--- src/rtl/pcpu_cp0_pkg.sv ---
// Shared CP0 definitions: register indices, exception codes, instruction
// decode patterns, Status/Cause field positions and the controller FSM states.
package pcpu_cp0_pkg;

    localparam logic [31:0] EXC_VEC = 32'h0000_0080;

    localparam logic [4:0] CP0_COUNT   = 5'd9;
    localparam logic [4:0] CP0_COMPARE = 5'd11;
    localparam logic [4:0] CP0_STATUS  = 5'd12;
    localparam logic [4:0] CP0_CAUSE   = 5'd13;
    localparam logic [4:0] CP0_EPC     = 5'd14;

    localparam logic [4:0] EXC_INT = 5'd0;
    localparam logic [4:0] EXC_SYS = 5'd8;
    localparam logic [4:0] EXC_OV  = 5'd12;

    localparam logic [10:0] OP_MTC0       = 11'h204;
    localparam logic [10:0] OP_MFC0       = 11'h200;
    localparam logic [31:0] ERET_WORD     = 32'h4200_0018;
    localparam logic [5:0]  SYSCALL_FUNCT = 6'h0C;

    localparam int ST_IE_BIT  = 0;
    localparam int ST_EXL_BIT = 1;
    localparam int IM_LSB     = 8;
    localparam int SW_IP_LSB  = 8;

    typedef enum logic {
        ST_RUN   = 1'b0,
        ST_FLUSH = 1'b1
    } cp0_state_e;

    function automatic logic [31:0] status_word(input logic [7:0] im,
                                                input logic exl,
                                                input logic ie);
        return {16'h0000, im, 6'b000000, exl, ie};
    endfunction

    function automatic logic [31:0] cause_word(input logic [7:0] ip,
                                               input logic [4:0] code);
        return {16'h0000, ip, 1'b0, code, 2'b00};
    endfunction

endpackage

--- src/rtl/cp0_timer.sv ---
// Count/Compare timer; raises IP7 on a match and holds it until Compare is
// rewritten.
module cp0_timer
    import pcpu_cp0_pkg::*;
(
    input  logic        clk,
    input  logic        rst_n,
    input  logic        cmp_we_i,
    input  logic [31:0] wdata_i,
    output logic [31:0] count_o,
    output logic [31:0] compare_o,
    output logic        ip7_o
);

    logic [31:0] count_q, count_d;
    logic [31:0] compare_q, compare_d;
    logic        ip7_q, ip7_d;

    always_comb begin
        count_d   = count_q + 32'd1;
        compare_d = compare_q;
        ip7_d     = ip7_q;
        // A Compare write acknowledges the timer interrupt even on a match cycle.
        if (cmp_we_i) begin
            compare_d = wdata_i;
            ip7_d     = 1'b0;
        end else if (count_q == compare_q) begin
            ip7_d = 1'b1;
        end
    end

    always_ff @(posedge clk or negedge rst_n) begin
        if (!rst_n) begin
            count_q   <= '0;
            compare_q <= '0;
            ip7_q     <= 1'b0;
        end else begin
            count_q   <= count_d;
            compare_q <= compare_d;
            ip7_q     <= ip7_d;
        end
    end

    assign count_o   = count_q;
    assign compare_o = compare_q;
    assign ip7_o     = ip7_q;

endmodule

--- src/rtl/cp0_exc_unit.sv ---
// Exception/interrupt controller with Status, Cause and EPC; issues a one-cycle
// flush plus PC redirect. Define CP0_TIMER_EN to add the Count/Compare timer.
module cp0_exc_unit
    import pcpu_cp0_pkg::*;
(
    input  logic        clk,
    input  logic        rst_n,
    input  logic        valid_ex_i,
    input  logic [31:0] ir_ex_i,
    input  logic [31:0] pc_ex_i,
    input  logic        overflow_i,
    input  logic [5:0]  hw_int_i,
    input  logic [31:0] wdata_i,
    output logic [31:0] rdata_o,
    output logic        flush_o,
    output logic        redirect_o,
    output logic [31:0] redirect_pc_o
);

    cp0_state_e  state_q, state_d;
    logic [7:0]  im_q, im_d;
    logic        exl_q, exl_d;
    logic        ie_q, ie_d;
    logic [1:0]  sw_ip_q, sw_ip_d;
    logic [4:0]  exc_code_q, exc_code_d;
    logic [31:0] epc_q, epc_d;
    logic [31:0] redirect_pc_q, redirect_pc_d;

    logic        ip7;
    logic [31:0] count_w, compare_w;
    logic [7:0]  ip;
    logic        is_mtc0, is_mfc0, is_eret, is_syscall;
    logic        run_valid, int_pend, take_evt, do_eret, mtc0_exec;
    logic [4:0]  evt_code;

    assign is_mtc0    = (ir_ex_i[31:21] == OP_MTC0);
    assign is_mfc0    = (ir_ex_i[31:21] == OP_MFC0);
    assign is_eret    = (ir_ex_i == ERET_WORD);
    assign is_syscall = (ir_ex_i[31:26] == 6'd0) && (ir_ex_i[5:0] == SYSCALL_FUNCT);

`ifdef CP0_TIMER_EN
    logic cmp_we;
    assign cmp_we = mtc0_exec && (ir_ex_i[15:11] == CP0_COMPARE);

    cp0_timer u_timer (
        .clk       (clk),
        .rst_n     (rst_n),
        .cmp_we_i  (cmp_we),
        .wdata_i   (wdata_i),
        .count_o   (count_w),
        .compare_o (compare_w),
        .ip7_o     (ip7)
    );
`else
    assign ip7       = hw_int_i[5];
    assign count_w   = '0;
    assign compare_w = '0;
`endif

    // IP[7:2] track the live lines, so a dropped line is never taken late.
    assign ip        = {ip7, hw_int_i[4:0], sw_ip_q};
    assign run_valid = (state_q == ST_RUN) && valid_ex_i;
    assign int_pend  = (|(ip & im_q)) && ie_q && !exl_q;
    assign take_evt  = run_valid && (overflow_i || is_syscall || int_pend);
    assign do_eret   = run_valid && !take_evt && is_eret && exl_q;
    assign mtc0_exec = run_valid && !take_evt && is_mtc0;

    always_comb begin
        evt_code = EXC_INT;
        if (overflow_i)      evt_code = EXC_OV;
        else if (is_syscall) evt_code = EXC_SYS;
    end

    always_comb begin
        state_d       = ST_RUN;
        im_d          = im_q;
        exl_d         = exl_q;
        ie_d          = ie_q;
        sw_ip_d       = sw_ip_q;
        exc_code_d    = exc_code_q;
        epc_d         = epc_q;
        redirect_pc_d = redirect_pc_q;
        if (take_evt) begin
            epc_d         = pc_ex_i;
            exc_code_d    = evt_code;
            exl_d         = 1'b1;
            redirect_pc_d = EXC_VEC;
            state_d       = ST_FLUSH;
        end else if (do_eret) begin
            exl_d         = 1'b0;
            redirect_pc_d = epc_q;
            state_d       = ST_FLUSH;
        end else if (mtc0_exec) begin
            case (ir_ex_i[15:11])
                CP0_STATUS: begin
                    im_d  = wdata_i[IM_LSB +: 8];
                    exl_d = wdata_i[ST_EXL_BIT];
                    ie_d  = wdata_i[ST_IE_BIT];
                end
                CP0_CAUSE: sw_ip_d = wdata_i[SW_IP_LSB +: 2];
                CP0_EPC:   epc_d   = wdata_i;
                default:   ;
            endcase
        end
    end

    always_ff @(posedge clk or negedge rst_n) begin
        if (!rst_n) begin
            state_q       <= ST_RUN;
            im_q          <= '0;
            exl_q         <= 1'b0;
            ie_q          <= 1'b0;
            sw_ip_q       <= '0;
            exc_code_q    <= '0;
            epc_q         <= '0;
            redirect_pc_q <= '0;
        end else begin
            state_q       <= state_d;
            im_q          <= im_d;
            exl_q         <= exl_d;
            ie_q          <= ie_d;
            sw_ip_q       <= sw_ip_d;
            exc_code_q    <= exc_code_d;
            epc_q         <= epc_d;
            redirect_pc_q <= redirect_pc_d;
        end
    end

    always_comb begin
        rdata_o = '0;
        if (is_mfc0) begin
            case (ir_ex_i[15:11])
                CP0_STATUS:  rdata_o = status_word(im_q, exl_q, ie_q);
                CP0_CAUSE:   rdata_o = cause_word(ip, exc_code_q);
                CP0_EPC:     rdata_o = epc_q;
                CP0_COUNT:   rdata_o = count_w;
                CP0_COMPARE: rdata_o = compare_w;
                default:     rdata_o = '0;
            endcase
        end
    end

    assign flush_o       = (state_q == ST_FLUSH);
    assign redirect_o    = (state_q == ST_FLUSH);
    assign redirect_pc_o = redirect_pc_q;

endmodule

--- config.mk ---
export PLATFORM = sky130hd
export DESIGN_NAME = cp0_exc_unit
export DESIGN_NICKNAME = d
export VERILOG_FILES = /design/src/rtl/pcpu_cp0_pkg.sv /design/src/rtl/cp0_timer.sv /design/src/rtl/cp0_exc_unit.sv
export SDC_FILE = /design/constraint.sdc
export NUM_CORES = 1
export LEC_CHECK = 0
export CAP_MARGIN = 20
export CORE_ASPECT_RATIO = 0.75
export CORE_MARGIN = 4
export CORE_UTILIZATION = 33
export DETAILED_ROUTE_END_ITERATION = 12
export PLACE_DENSITY_LB_ADDON = 0.08
export RECOVER_POWER = 50
export SYNTH_ARGS = -nofsm -noshare
export SYNTH_HDL_FRONTEND = slang
export SYNTH_SLANG_ARGS = --single-unit
--- constraint.sdc ---
create_clock -name clk -period 1.8 [get_ports clk]
set_input_delay 0.27 -clock clk [delete_from_list [all_inputs] [get_ports clk]]
set_output_delay 0.27 -clock clk [all_outputs]
set_load 0.005 [all_outputs]
# Word-level counts from Yosys, hierarchy flattened
# Cells that the tools add are included.
# totals
input_bits	106
regBits	82
output_inout_bits	66
# classes
n_reduce_logical	24
n_eq_ne	8
bitwise_logic	4
n_mux	16
# op_table
cell	count
2-to-1 mux 32 bit	7
one-hot mux 32 bit (3 select lines)	1
equality test 32 x 31 -> 1 bit, second input constant	1
equality test 11 x 10 -> 1 bit, second input constant	2
equality test 5 x 4 -> 1 bit, second input constant	3
logical AND 1 bit	9
bitwise AND 8 bit	1
AND reduction 4 bit	2
OR reduction 8 bit	1
equality test 6 x 4 -> 1 bit, second input constant	1
zero test 6 bit	1
2-to-1 mux 1 bit	6
nonzero test 2 bit	3
nonzero test 3 bit	2
2-to-1 mux 5 bit	1
2-to-1 mux 4 bit	1
inverter 1 bit	3
AND reduction 3 bit	1
zero test 1 bit	2
logical OR 1 bit	2
inequality test 2 bit, second input constant	1
AND reduction 2 bit	1

# Logic depth before layout (Yosys ltp)
# depth
depth_word	12
mapped_depth	8
depth_no_buf	6

# Least setup slack after synthesis
# OpenSTA, ideal clock, no wires.
# synth_timing
path_kind	input-to-reg
from	in ir_ex_i[1]
to	reg epc_q[25]
path_slack_ns	-0.165
setup_time_ns	0.127
cell_stages	6
path_buffers	1
arrival_ns	1.837
cell_sequence	nor4b_4 a41oi_2 nand2_2 buf_2 mux2_2 mux2_1
# synth_via
elab_chain_len	11
elab_cells_between_ends	16
classes_between	eq/ne (3); mux (1); reduce/logical (12)
# synth_rtl
element	line	source
start: declaration	cp0_exc_unit.sv:9	input logic [31:0] ir_ex_i,
equality test 6 x 4 -> 1 bit	cp0_exc_unit.sv:39	assign is_syscall = (ir_ex_i[31:26] == 6'd0) && (ir_ex_i[5:0] == SYSCALL_FUNCT);
logical AND 1 bit	cp0_exc_unit.sv:39	
logical OR 1 bit (2 in series)	cp0_exc_unit.sv:64	assign take_evt = run_valid && (overflow_i || is_syscall || int_pend);
logical AND 1 bit	cp0_exc_unit.sv:64	
zero test 1 bit	cp0_exc_unit.sv:65, cp0_exc_unit.sv:66	
logical AND 1 bit	cp0_exc_unit.sv:65, cp0_exc_unit.sv:66	
logical AND 1 bit (2 in series)	cp0_exc_unit.sv:65	assign do_eret = run_valid && !take_evt && is_eret && exl_q;
inequality test 2 bit (no source line)	-	
AND reduction 3 bit (no source line)	-	
end signal: assignment	cp0_exc_unit.sv:124	epc_q <= epc_d;
end: declaration	cp0_exc_unit.sv:26	logic [31:0] epc_q, epc_d;
# Parallel ways exist; a longest one is shown, timed or not.
# A chain may end at the register's enable or synchronous reset.

# Worst setup path after layout
# layout_timing
from	in ir_ex_i[23]
to	out rdata_o[16]
# layout_via
elab_chain_len	2
# layout_rtl
element	line	source
equality test 11 x 10 -> 1 bit	cp0_exc_unit.sv:37	assign is_mfc0 = (ir_ex_i[31:21] == OP_MFC0);
2-to-1 mux 32 bit	cp0_exc_unit.sv:131	if (is_mfc0) begin
end: declaration	cp0_exc_unit.sv:14	output logic [31:0] rdata_o,
# No other way between the ends.

==> results.cfg <==
[status]
status = complete, but fails checks
violations = negative setup slack

[logic_synthesis]
syn_nets = 448
ys_warn_count = 0
synth-compound-area-share = 0.116
synth_top_family_by_area = multiplexers
synth_top_area_frac = 0.482
ys.flop_type = dfrtp_1
synth_commonest_cells = dfrtp_1 (79), mux2_2 (67), a22o_1 (26), nor2_1 (22), and2_1 (21)
synth_most_common_cell = dfrtp_1
synth_simple_gate_area_frac = 0.142
ys_ff_latch = 79
syn_area_mm2 = 0.00411
ys_types = 42
synth.area.mux_share = 0.225
ys_seq_area_frac = 0.482
async_flop_share = 1.00
avgSynthCellArea_um2 = 12.0
synth-xor-area-share = 0
synthAdderAreaFrac = 0
synth_edf_count = 0
synth_area_leader_cell = dfrtp_1
synthTopCellsByArea = dfrtp_1 (48%), mux2_2 (18%), a22o_1 (5.5%)
syn_inst = 342

[floorplanning]
die_area_mm2 = 0.0143
core-area_mm2 = 0.0119
ios = 172
die_w_um = 137
fp-row-count = 34
initial_core_util = 0.346
die_h_um = 105

[global_route]
gr-total-overflow = 0
antenna_found_initial = 0
grt.total_usage = 0.219
grt_max_degree = 38
grt_pass1_vias = 4291
grt_pass1_wl_um = 24200

[run]
cap_violations = 0

[power_and_ir_drop]
peakVddDrop_mv = 0.479
p_leak_nw = 3.51
powerDensity_mw_per_mm2 = 605

[setup_path]
cp-startpoint = ir_ex_i[23]
crit_type = in -> out
end_kind = primary output
crit_path_max_fanout = 4
cp_data_arrival_time_ps = 1850
r2r_cells = 8
ff2ff_setup_slack_ps = -220
r2r_start = exl_q
cp.required_ps = 1530
worstSetupStartpointType = input pin
crit_end = rdata_o[16]
timing.rr.end = epc_q[16]

[clock_network]
clock-sinks = 79
tritoncts = done
path_clk_slew_ps = 60
root_buffer = clkbuf_16
cts_max_level = 3
clk_latency_ps = 340
cts_buffers = 9
cts.path.max_buffers = 2

[drt]
first_iter_violations = 131
postRouteAntennaNets = 0
first_pass_iters = 4
route.detailed.drc = 0
route.vias.total = 3925
via_per_inst = 5.02
routed_wl_um = 15700
avgRoutedWirePerCell_um = 20.1

[worst_hold_path]
min_from = redirect_pc_o[21]
hold_path.class = reg -> reg

[cells_and_area]
diodes = 0
finish.utilization = 0.666
area_growth_pct = 92.6
drive_above_1_share = 0.521
fillers = 858
fin_nets = 721

[timing]
final_max_slew_viol_count = 0
rsz0062_at_grt = yes
fin_ws_ps = -316
maxSlewHeadroom = 0.350
fin_crit_sh = 1.18
setup_viol = 97
finalHoldViolCount = 0
worst_pin_slew_ps = 976
finClkSkew_ps = 8.22
max_freq_ghz = 0.473
min_period_ps = 2120

[placed_design]
post-place-ws_ps = -881
place.gp.congestion = 0.807
hpwl_um = 10100
placement.io_buffers = 171
metrics by stage:
step                      total power [mW]  cell area [um^2]  std cells  hold WS (ps)  setup TNS, ps
final                                 4.79              7910        782           499         -16320
after global routing                  4.99              7910        782           514         -23590
after CTS                             4.80              7710        781           449         -20060
after floorplan                       2.35              4150        342         -25.6          -4350
after detailed placement              2.81              6510        716           283         -75490
after global placement                2.80              6510        716           277         -73270
how the worst min path moves through the flow:
stage	to	slack, ps	depth (start not counted)
final	redirect_pc_o[21]	500	1
after floorplan	epc_q[0]	-30	0
after global placement	redirect_pc_o[12]	280	1
after detailed placement	redirect_pc_o[12]	280	1
after CTS	redirect_pc_o[12]	450	2
after global routing	redirect_pc_o[25]	510	1
state kept, by name (all words and copies together), names as in the netlist:
name / cells
epc_q: 32
exc_code_q: 2
exl_q: 1
flush_o: 1
ie_q: 1
im_q: 8
redirect_pc_o: 32
sw_ip_q: 2
cells in the final DEF, fill, tap and decap left out, types with 3 or more instances in the layout:
| master | n |
|---|---|
| clkbuf_16 | 10 |
| nor4_4 | 3 |
| dlygate4sd2_1 | 13 |
| o21ai_2 | 5 |
| buf_4 | 53 |
| mux2_2 | 27 |
| a22o_1 | 26 |
| dfrtp_1 | 79 |
| and2_4 | 17 |
| buf_2 | 15 |
| buf_12 | 14 |
| inv_6 | 4 |
| buf_6 | 57 |
| clkbuf_2 | 7 |
| a21oi_2 | 5 |
| nor4_1 | 3 |
| nor2_4 | 4 |
| buf_16 | 3 |
| nor2_2 | 5 |
| nand3_1 | 6 |
| mux2i_2 | 3 |
| clkdlybuf4s50_1 | 112 |
| mux2i_1 | 7 |
| mux2_4 | 46 |
| nand3_2 | 4 |
| and2_1 | 4 |
| a22oi_2 | 5 |
| a21oi_1 | 10 |
| nand2_1 | 4 |
| nor2_1 | 13 |
cells by family (layout without fill, tap and decap cells):
group | count (synthesis) | count (layout)
simple gates | 93 | 93
mux | 83 | 83
flops | 79 | 79
compound gates | 63 | 63
buf+inv | 24 | 302
power breakdown:
group	internal, mW	switching (mW)	leakage (nW)	total, mW
clock	0.964	0.809	0.143	1.77
combinational	0.622	0.323	2.36	0.945
sequential	1.93	0.142	1.01	2.07
total	3.51	1.27	3.51	4.79
layout make-up:
class                           instances  area [um^2]  share of cell area
Tap cell                              162          203              0.0256
Sequential cell                        79         1980               0.250
Timing Repair Buffer                  283         2890               0.366
Inverter                                3         13.8             0.00174
Multi-Input combinational cell        239         2540               0.321
Clock inverter                          7         60.1             0.00760
Clock buffer                            9          225              0.0285
metal layers:
| layer | up-vias | global-route usage | wire length (um) |
|---|---|---|---|
| li1 | 1823 | - | - |
| met1 | 1959 | 0.306 | 7270 |
| met2 | 126 | 0.335 | 7160 |
| met3 | 17 | 0.0596 | 1080 |
| met4 | 0 | 0.0605 | 222 |
| met5 | - | 0 | 0 |
repair_timing:
item,CTS,global route
hold endpoints to repair,35,0
endpoints found under the setup margin,109,109
resized for setup,310,79
pin swaps,33,49
gates cloned,11,1
buffers inserted,38,8
hold buffers,1,0
critical path, stage by stage:
cell             delay (ps)
clkdlybuf4s50_1         440
buf_4                   170
nand2b_4                160
nor2b_4                 240
buf_6                   170
buf_6                   100
buf_6                    80
and2_4                  130
buf_6                    80
Power figures use the tool's default switching activity.
